==> src/rtl/branch_resolve.sv <==
// Resolves B/BR against the flag register; redirect/br_done 2 edges after accept, +1 per flag-hazard wait cycle.
// Only one branch in flight: br_ready drops until resolved and stall holds the front end. BR_STATS_EN adds taken/total counters.
module branch_resolve #(
    parameter int PC_W  = 16,
    parameter int IMM_W = 9,
    parameter int CNT_W = 16
) (
    input  logic             clk,
    input  logic             rst,
    input  logic             br_valid,
    output logic             br_ready,
    input  logic             br_is_reg,
    input  logic [2:0]       ccc,
    input  logic [IMM_W-1:0] imm,
    input  logic [PC_W-1:0]  pc_plus2,
    input  logic [PC_W-1:0]  rs_data,
    input  logic [2:0]       flag,
    input  logic             flag_wr_pending,
    input  logic             flush,
    output logic             stall,
    output logic             redirect,
    output logic [PC_W-1:0]  redirect_pc,
    output logic             br_done,
    output logic [CNT_W-1:0] taken_cnt,
    output logic [CNT_W-1:0] total_cnt
);

    typedef enum logic [1:0] {IDLE, WAIT, RESOLVE} state_t;

    state_t           state, state_nxt;
    logic             accept;
    logic             resolve;
    logic             taken;
    logic             is_reg_q;
    logic [2:0]       ccc_q;
    logic [IMM_W-1:0] imm_q;
    logic [PC_W-1:0]  pc_q;
    logic [PC_W-1:0]  rs_q;
    logic [PC_W-1:0]  imm_ext;
    logic [PC_W-1:0]  target;
    logic             flag_z, flag_v, flag_n;

    assign br_ready = (state == IDLE);
    assign accept   = br_valid & br_ready & ~flush;
    assign stall    = (state != IDLE) | (br_valid & flag_wr_pending & (state == IDLE));

    assign {flag_z, flag_v, flag_n} = flag;

    always_ff @(posedge clk or posedge rst) begin
        if (rst) begin
            state <= IDLE;
        end else begin
            state <= state_nxt;
        end
    end

    always_comb begin
        state_nxt = state;
        resolve   = 1'b0;
        case (state)
            IDLE:    if (accept) state_nxt = flag_wr_pending ? WAIT : RESOLVE;
            WAIT:    if (!flag_wr_pending) state_nxt = RESOLVE;
            RESOLVE: begin
                state_nxt = IDLE;
                resolve   = 1'b1;
            end
            default: state_nxt = IDLE;
        endcase
        // A flush kills the branch wherever it is, including the resolve cycle.
        if (flush) begin
            state_nxt = IDLE;
            resolve   = 1'b0;
        end
    end

    always_ff @(posedge clk or posedge rst) begin
        if (rst) begin
            is_reg_q <= 1'b0;
            ccc_q    <= '0;
            imm_q    <= '0;
            pc_q     <= '0;
            rs_q     <= '0;
        end else if (accept) begin
            is_reg_q <= br_is_reg;
            ccc_q    <= ccc;
            imm_q    <= imm;
            pc_q     <= pc_plus2;
            rs_q     <= rs_data;
        end
    end

    // Condition is evaluated on the live flag input, which is settled once no write is pending.
    always_comb begin
        taken = 1'b0;
        case (ccc_q)
            3'b000: taken = ~flag_z;
            3'b001: taken = flag_z;
            3'b010: taken = ~flag_z & ~flag_n;
            3'b011: taken = flag_n;
            3'b100: taken = flag_z | ~flag_n;
            3'b101: taken = flag_z | flag_n;
            3'b110: taken = flag_v;
            default: taken = 1'b1;
        endcase
    end

    assign imm_ext = {{(PC_W-IMM_W){imm_q[IMM_W-1]}}, imm_q};
    assign target  = is_reg_q ? rs_q : (pc_q + {imm_ext[PC_W-2:0], 1'b0});

    always_ff @(posedge clk or posedge rst) begin
        if (rst) begin
            redirect    <= 1'b0;
            redirect_pc <= '0;
            br_done     <= 1'b0;
        end else begin
            redirect <= resolve & taken;
            br_done  <= resolve;
            if (resolve & taken) redirect_pc <= target;
        end
    end

`ifdef BR_STATS_EN
    logic [CNT_W-1:0] taken_q, total_q;

    always_ff @(posedge clk or posedge rst) begin
        if (rst) begin
            taken_q <= '0;
            total_q <= '0;
        end else begin
            if (resolve && total_q != {CNT_W{1'b1}}) total_q <= total_q + 1'b1;
            if (resolve && taken && taken_q != {CNT_W{1'b1}}) taken_q <= taken_q + 1'b1;
        end
    end

    assign taken_cnt = taken_q;
    assign total_cnt = total_q;
`else
    assign taken_cnt = '0;
    assign total_cnt = '0;
`endif

endmodule
==> config.mk <==
export PLATFORM = sky130hd
export DESIGN_NAME = branch_resolve
export DESIGN_NICKNAME = d
export VERILOG_FILES = /design/src/rtl/branch_resolve.sv
export SDC_FILE = /design/constraint.sdc
export NUM_CORES = 1
export LEC_CHECK = 0
export CORE_UTILIZATION = 45
export DETAILED_ROUTE_END_ITERATION = 12
export PLACE_DENSITY = 0.77
export SLEW_MARGIN = 30
export SYNTH_ARGS = -nofsm -noshare
export SYNTH_HDL_FRONTEND = slang
export SYNTH_SLANG_ARGS = --single-unit
==> constraint.sdc <==
create_clock -name clk -period 2.95 [get_ports clk]
set_clock_uncertainty 0.2 [all_clocks]
set_input_delay 0.59 -clock clk [delete_from_list [all_inputs] [get_ports clk]]
set_output_delay 0.59 -clock clk [all_outputs]
set_load 0.02 [all_outputs]
==> flow_summary.yaml <==
logic_synthesis:
  synth_most_common_cell: "dfrtp_1"
  async_reset_ff_share_pct: 100
  synth.top_cells.by_count: "dfrtp_1, mux2_2, buf_4"
  netlist_instances: 322
  synth_top_area_share_pct: 46.3
  ys_ff_latch: 65
  syn_area_um2: 3510
  postSynthAreaPerCell_um2: 10.9
  yosysUniqueCellTypes: 43
  synth-edff-count: 0
  ys.flop_type: "dfrtp_1"
  synth_area_leaders: "dfrtp_1, mux2_2, buf_4, ha_1, a21oi_1"
  ys_seq_area_share_pct: 46.3
  yosys_warnings: 0
  synth_top_area_cell: "dfrtp_1"
cts:
  cts_hold_buffers: 0
  cts_max_level: 3
  path_clk_slew_ns: 0.07
  cts_setup_buffers: 0
  clock_sinks: 65
  cts.repair.resized: 0
  cts_tree: "yes"
  clockBufferDepth: 2
  cts_root_buffer: "clkbuf_8"
  cts_buffers: 9
  clkLatencyLatePin_ns: 0.35
place:
  portBuffers: 72
  routabilityCongestion: 0.859
  dp_hpwl_um: 4950
  pre_cts_ws_ns: 0.100
grt:
  gr-usage-all-layers_pct: 17.4
  grt_pass1_vias: 2394
  grt_start_max_net_pins: 66
  antenna_found_initial: 0
  met1_usage_pct: 23.1
  grt_busiest_layer: "met2"
  use_met2_pct: 26.4
  grt_overflow: 0
  met3_usage_pct: 5.05
  grt_pass1_wl_um: 11200
worst_setup_path:
  reg2reg_depth: 10
  cp-start-kind: "flop"
  r2r_setup_slack_ns: 0.23
  worst-path-max-fanout: 3
  end_kind: "flop"
  crit_path_start: "imm_q[0]"
  slowest_delay_ns: 0.38
  worstSetupPathType: "flop to flop"
  worstPathRequired_ns: 3.04
  crit-reg2reg-capture: "redirect_pc[13]"
  r2r_start: "imm_q[0]"
  crit_chain: "ha_1 -> inv_1 -> fa_1 -> nand2b_1 -> a21oi_1 -> nor2_1 -> o21ai_0 -> nor4_1 -> o41ai_1 -> mux2_2"
  crit_arrival_ns: 2.80
  cpMaxStageDelayCell: "fa_1"
pwr:
  powerDensity_nw_per_um2: 791
  p_leak_uw: 0.00195
  ir_drop_mv: 0.298
status:
  outcome: "completed"
timing:
  fin_setup_tns_ns: 0
  maxSlewViolCount: 0
  fin_crit_sh_pct: 92.0
  tightestPinTransition_ns: 0.520
  finalWorstSetupSlack_ns: 0.235
  hold_violations: 0
  setup_viol: 0
  fmax_mhz: 368
  rsz0062_at_grt: "false"
  maxSlewHeadroom_pct: 65.3
  min_period_ns: 2.72
drt:
  viasPerCell: 5.10
  drt_wl_total_um: 6680
  route.detailed.drc: 0
  detail_route.wl_per_cell_um: 13.4
  initialDrtViolationCount: 113
  vias: 2544
  dr.pass1.iters: 4
  ant_nets: 0
final_layout:
  diodes: 0
  drive_above_1_share_pct: 17.0
  nNetsFinal: 463
  fin_util_pct: 60.4
  fillCellCount: 617
  area_delta_synth_final_pct: 27.4
hold_path:
  hold_start: "pc_q[0]"
  hold_path_class: "flop to flop"
  whs_path_depth: 1
  min_to: "pc_q[0]"
die:
  start_util_pct: 47.4
  dieArea_um2: 8160
  die_x_um: 90.3
  rows: 31
  fp.dieH_um: 90.3
  boundaryPins: 105
  core_area_um2: 7410
run:
  cap_violations: 0
worst max-delay path by stage:
stage	cells after the start	end	slack (ns)
2_1_floorplan	10	redirect_pc[13]	0.51
3_3_place_gp	9	redirect_pc[10]	0.26
3_5_place_dp	9	redirect_pc[14]	0.10
4_1_cts	10	redirect_pc[13]	0.22
5_1_grt	10	redirect_pc[13]	0.03
6_report	10	redirect_pc[13]	0.23
per-layer routing:
metal / vias up / wire (um)
li1: 1221 / -
met1: 1214 / 3080
met2: 103 / 3100
met3: 6 / 432
met4: 0 / 66
met5: - / 0
worst max-delay path, delay by kind of cell, from the launching register on:
family,cells,cell delay (ns)
buffers and inverters,1,0.06
AOI/OAI and AO/OA,3,0.92
and+or+nand+nor,3,0.40
adders and majority gates,2,0.54
DFF,1,0.35
muxes,1,0.20
kinds of logic (layout without fill, tap and decap cells):
| group | after synthesis | count (layout) | share of synthesized area, % |
|---|---|---|---|
| flip-flops | 65 | 65 | 46.3 |
| AND/OR/NAND/NOR | 64 | 64 | 8.94 |
| AO/OA/AOI/OAI | 60 | 60 | 10.3 |
| multiplexers | 53 | 53 | 16.7 |
| buffers and inverters | 53 | 100 | 9.40 |
| adder cells (fa/ha/maj) | 15 | 15 | 5.56 |
| XOR/XNOR | 11 | 11 | 2.74 |
| other | 1 | 32 | 0.107 |
cells in the final DEF, fill, tap and decap left out, types with 2 or more instances in the layout:
| cell | netlist | routed |
|---|---|---|
| a31oi_1 | 2 | 2 |
| o21ai_0 | 9 | 9 |
| bufinv_16 | 0 | 2 |
| xnor2_1 | 5 | 5 |
| nand4b_1 | 2 | 2 |
| or4b_1 | 2 | 2 |
| buf_12 | 0 | 3 |
| inv_1 | 9 | 8 |
| clkinv_4 | 0 | 3 |
| nand2_1 | 11 | 11 |
| a21o_1 | 6 | 6 |
| mux2_2 | 44 | 44 |
| a21oi_1 | 29 | 29 |
| nand2b_1 | 3 | 3 |
| and2_1 | 2 | 2 |
| ha_1 | 14 | 14 |
| mux2i_1 | 9 | 9 |
| o211ai_1 | 3 | 3 |
| nor4_1 | 2 | 2 |
| conb_1 | 1 | 32 |
| dfrtp_1 | 65 | 64 |
| clkbuf_8 | 0 | 9 |
| nand3_1 | 5 | 5 |
| clkdlybuf4s50_1 | 0 | 72 |
| nor2_1 | 29 | 29 |
| xor2_1 | 6 | 6 |
metrics by stage:
stage               instance area (um^2)  total power (uW)  hold WS, ns  instances
floorplan                           3630              2220        0.260        353
global placement                    4250              2670        0.292        483
detailed placement                  4250              2710        0.297        483
CTS                                 4470              3570        0.314        499
global route                        4470              3760        0.326        499
finish                              4470              3540        0.310        499
registers in the layout, indices dropped and copies added (netlist names):
register / flops
br_done: 1
ccc_q: 3
imm_q: 9
is_reg_q: 1
pc_q: 16
redirect: 1
redirect_pc: 16
rs_q: 16
state: 2
where the power goes:
part / internal [uW] / leakage (uW) / total [uW] / switching (uW)
clock network: 482 / 0.000110 / 850 / 368
registers: 1120 / 0.000771 / 1300 / 176
logic: 685 / 0.00107 / 1390 / 704
total: 2290 / 0.00195 / 3540 / 1250
cell type report:
| cell class | count | area (um^2) | area share (%) |
|---|---|---|---|
| multi-input combinational | 235 | 1680 | 37.6 |
| sequential | 65 | 1630 | 36.4 |
| timing repair buffer | 75 | 781 | 17.5 |
| tap | 99 | 124 | 2.77 |
| inverter | 9 | 33.8 | 0.755 |
| clock inverter | 7 | 103 | 2.29 |
| clock buffer | 9 | 124 | 2.77 |
No activity file was read; power rests on OpenSTA's default activity.
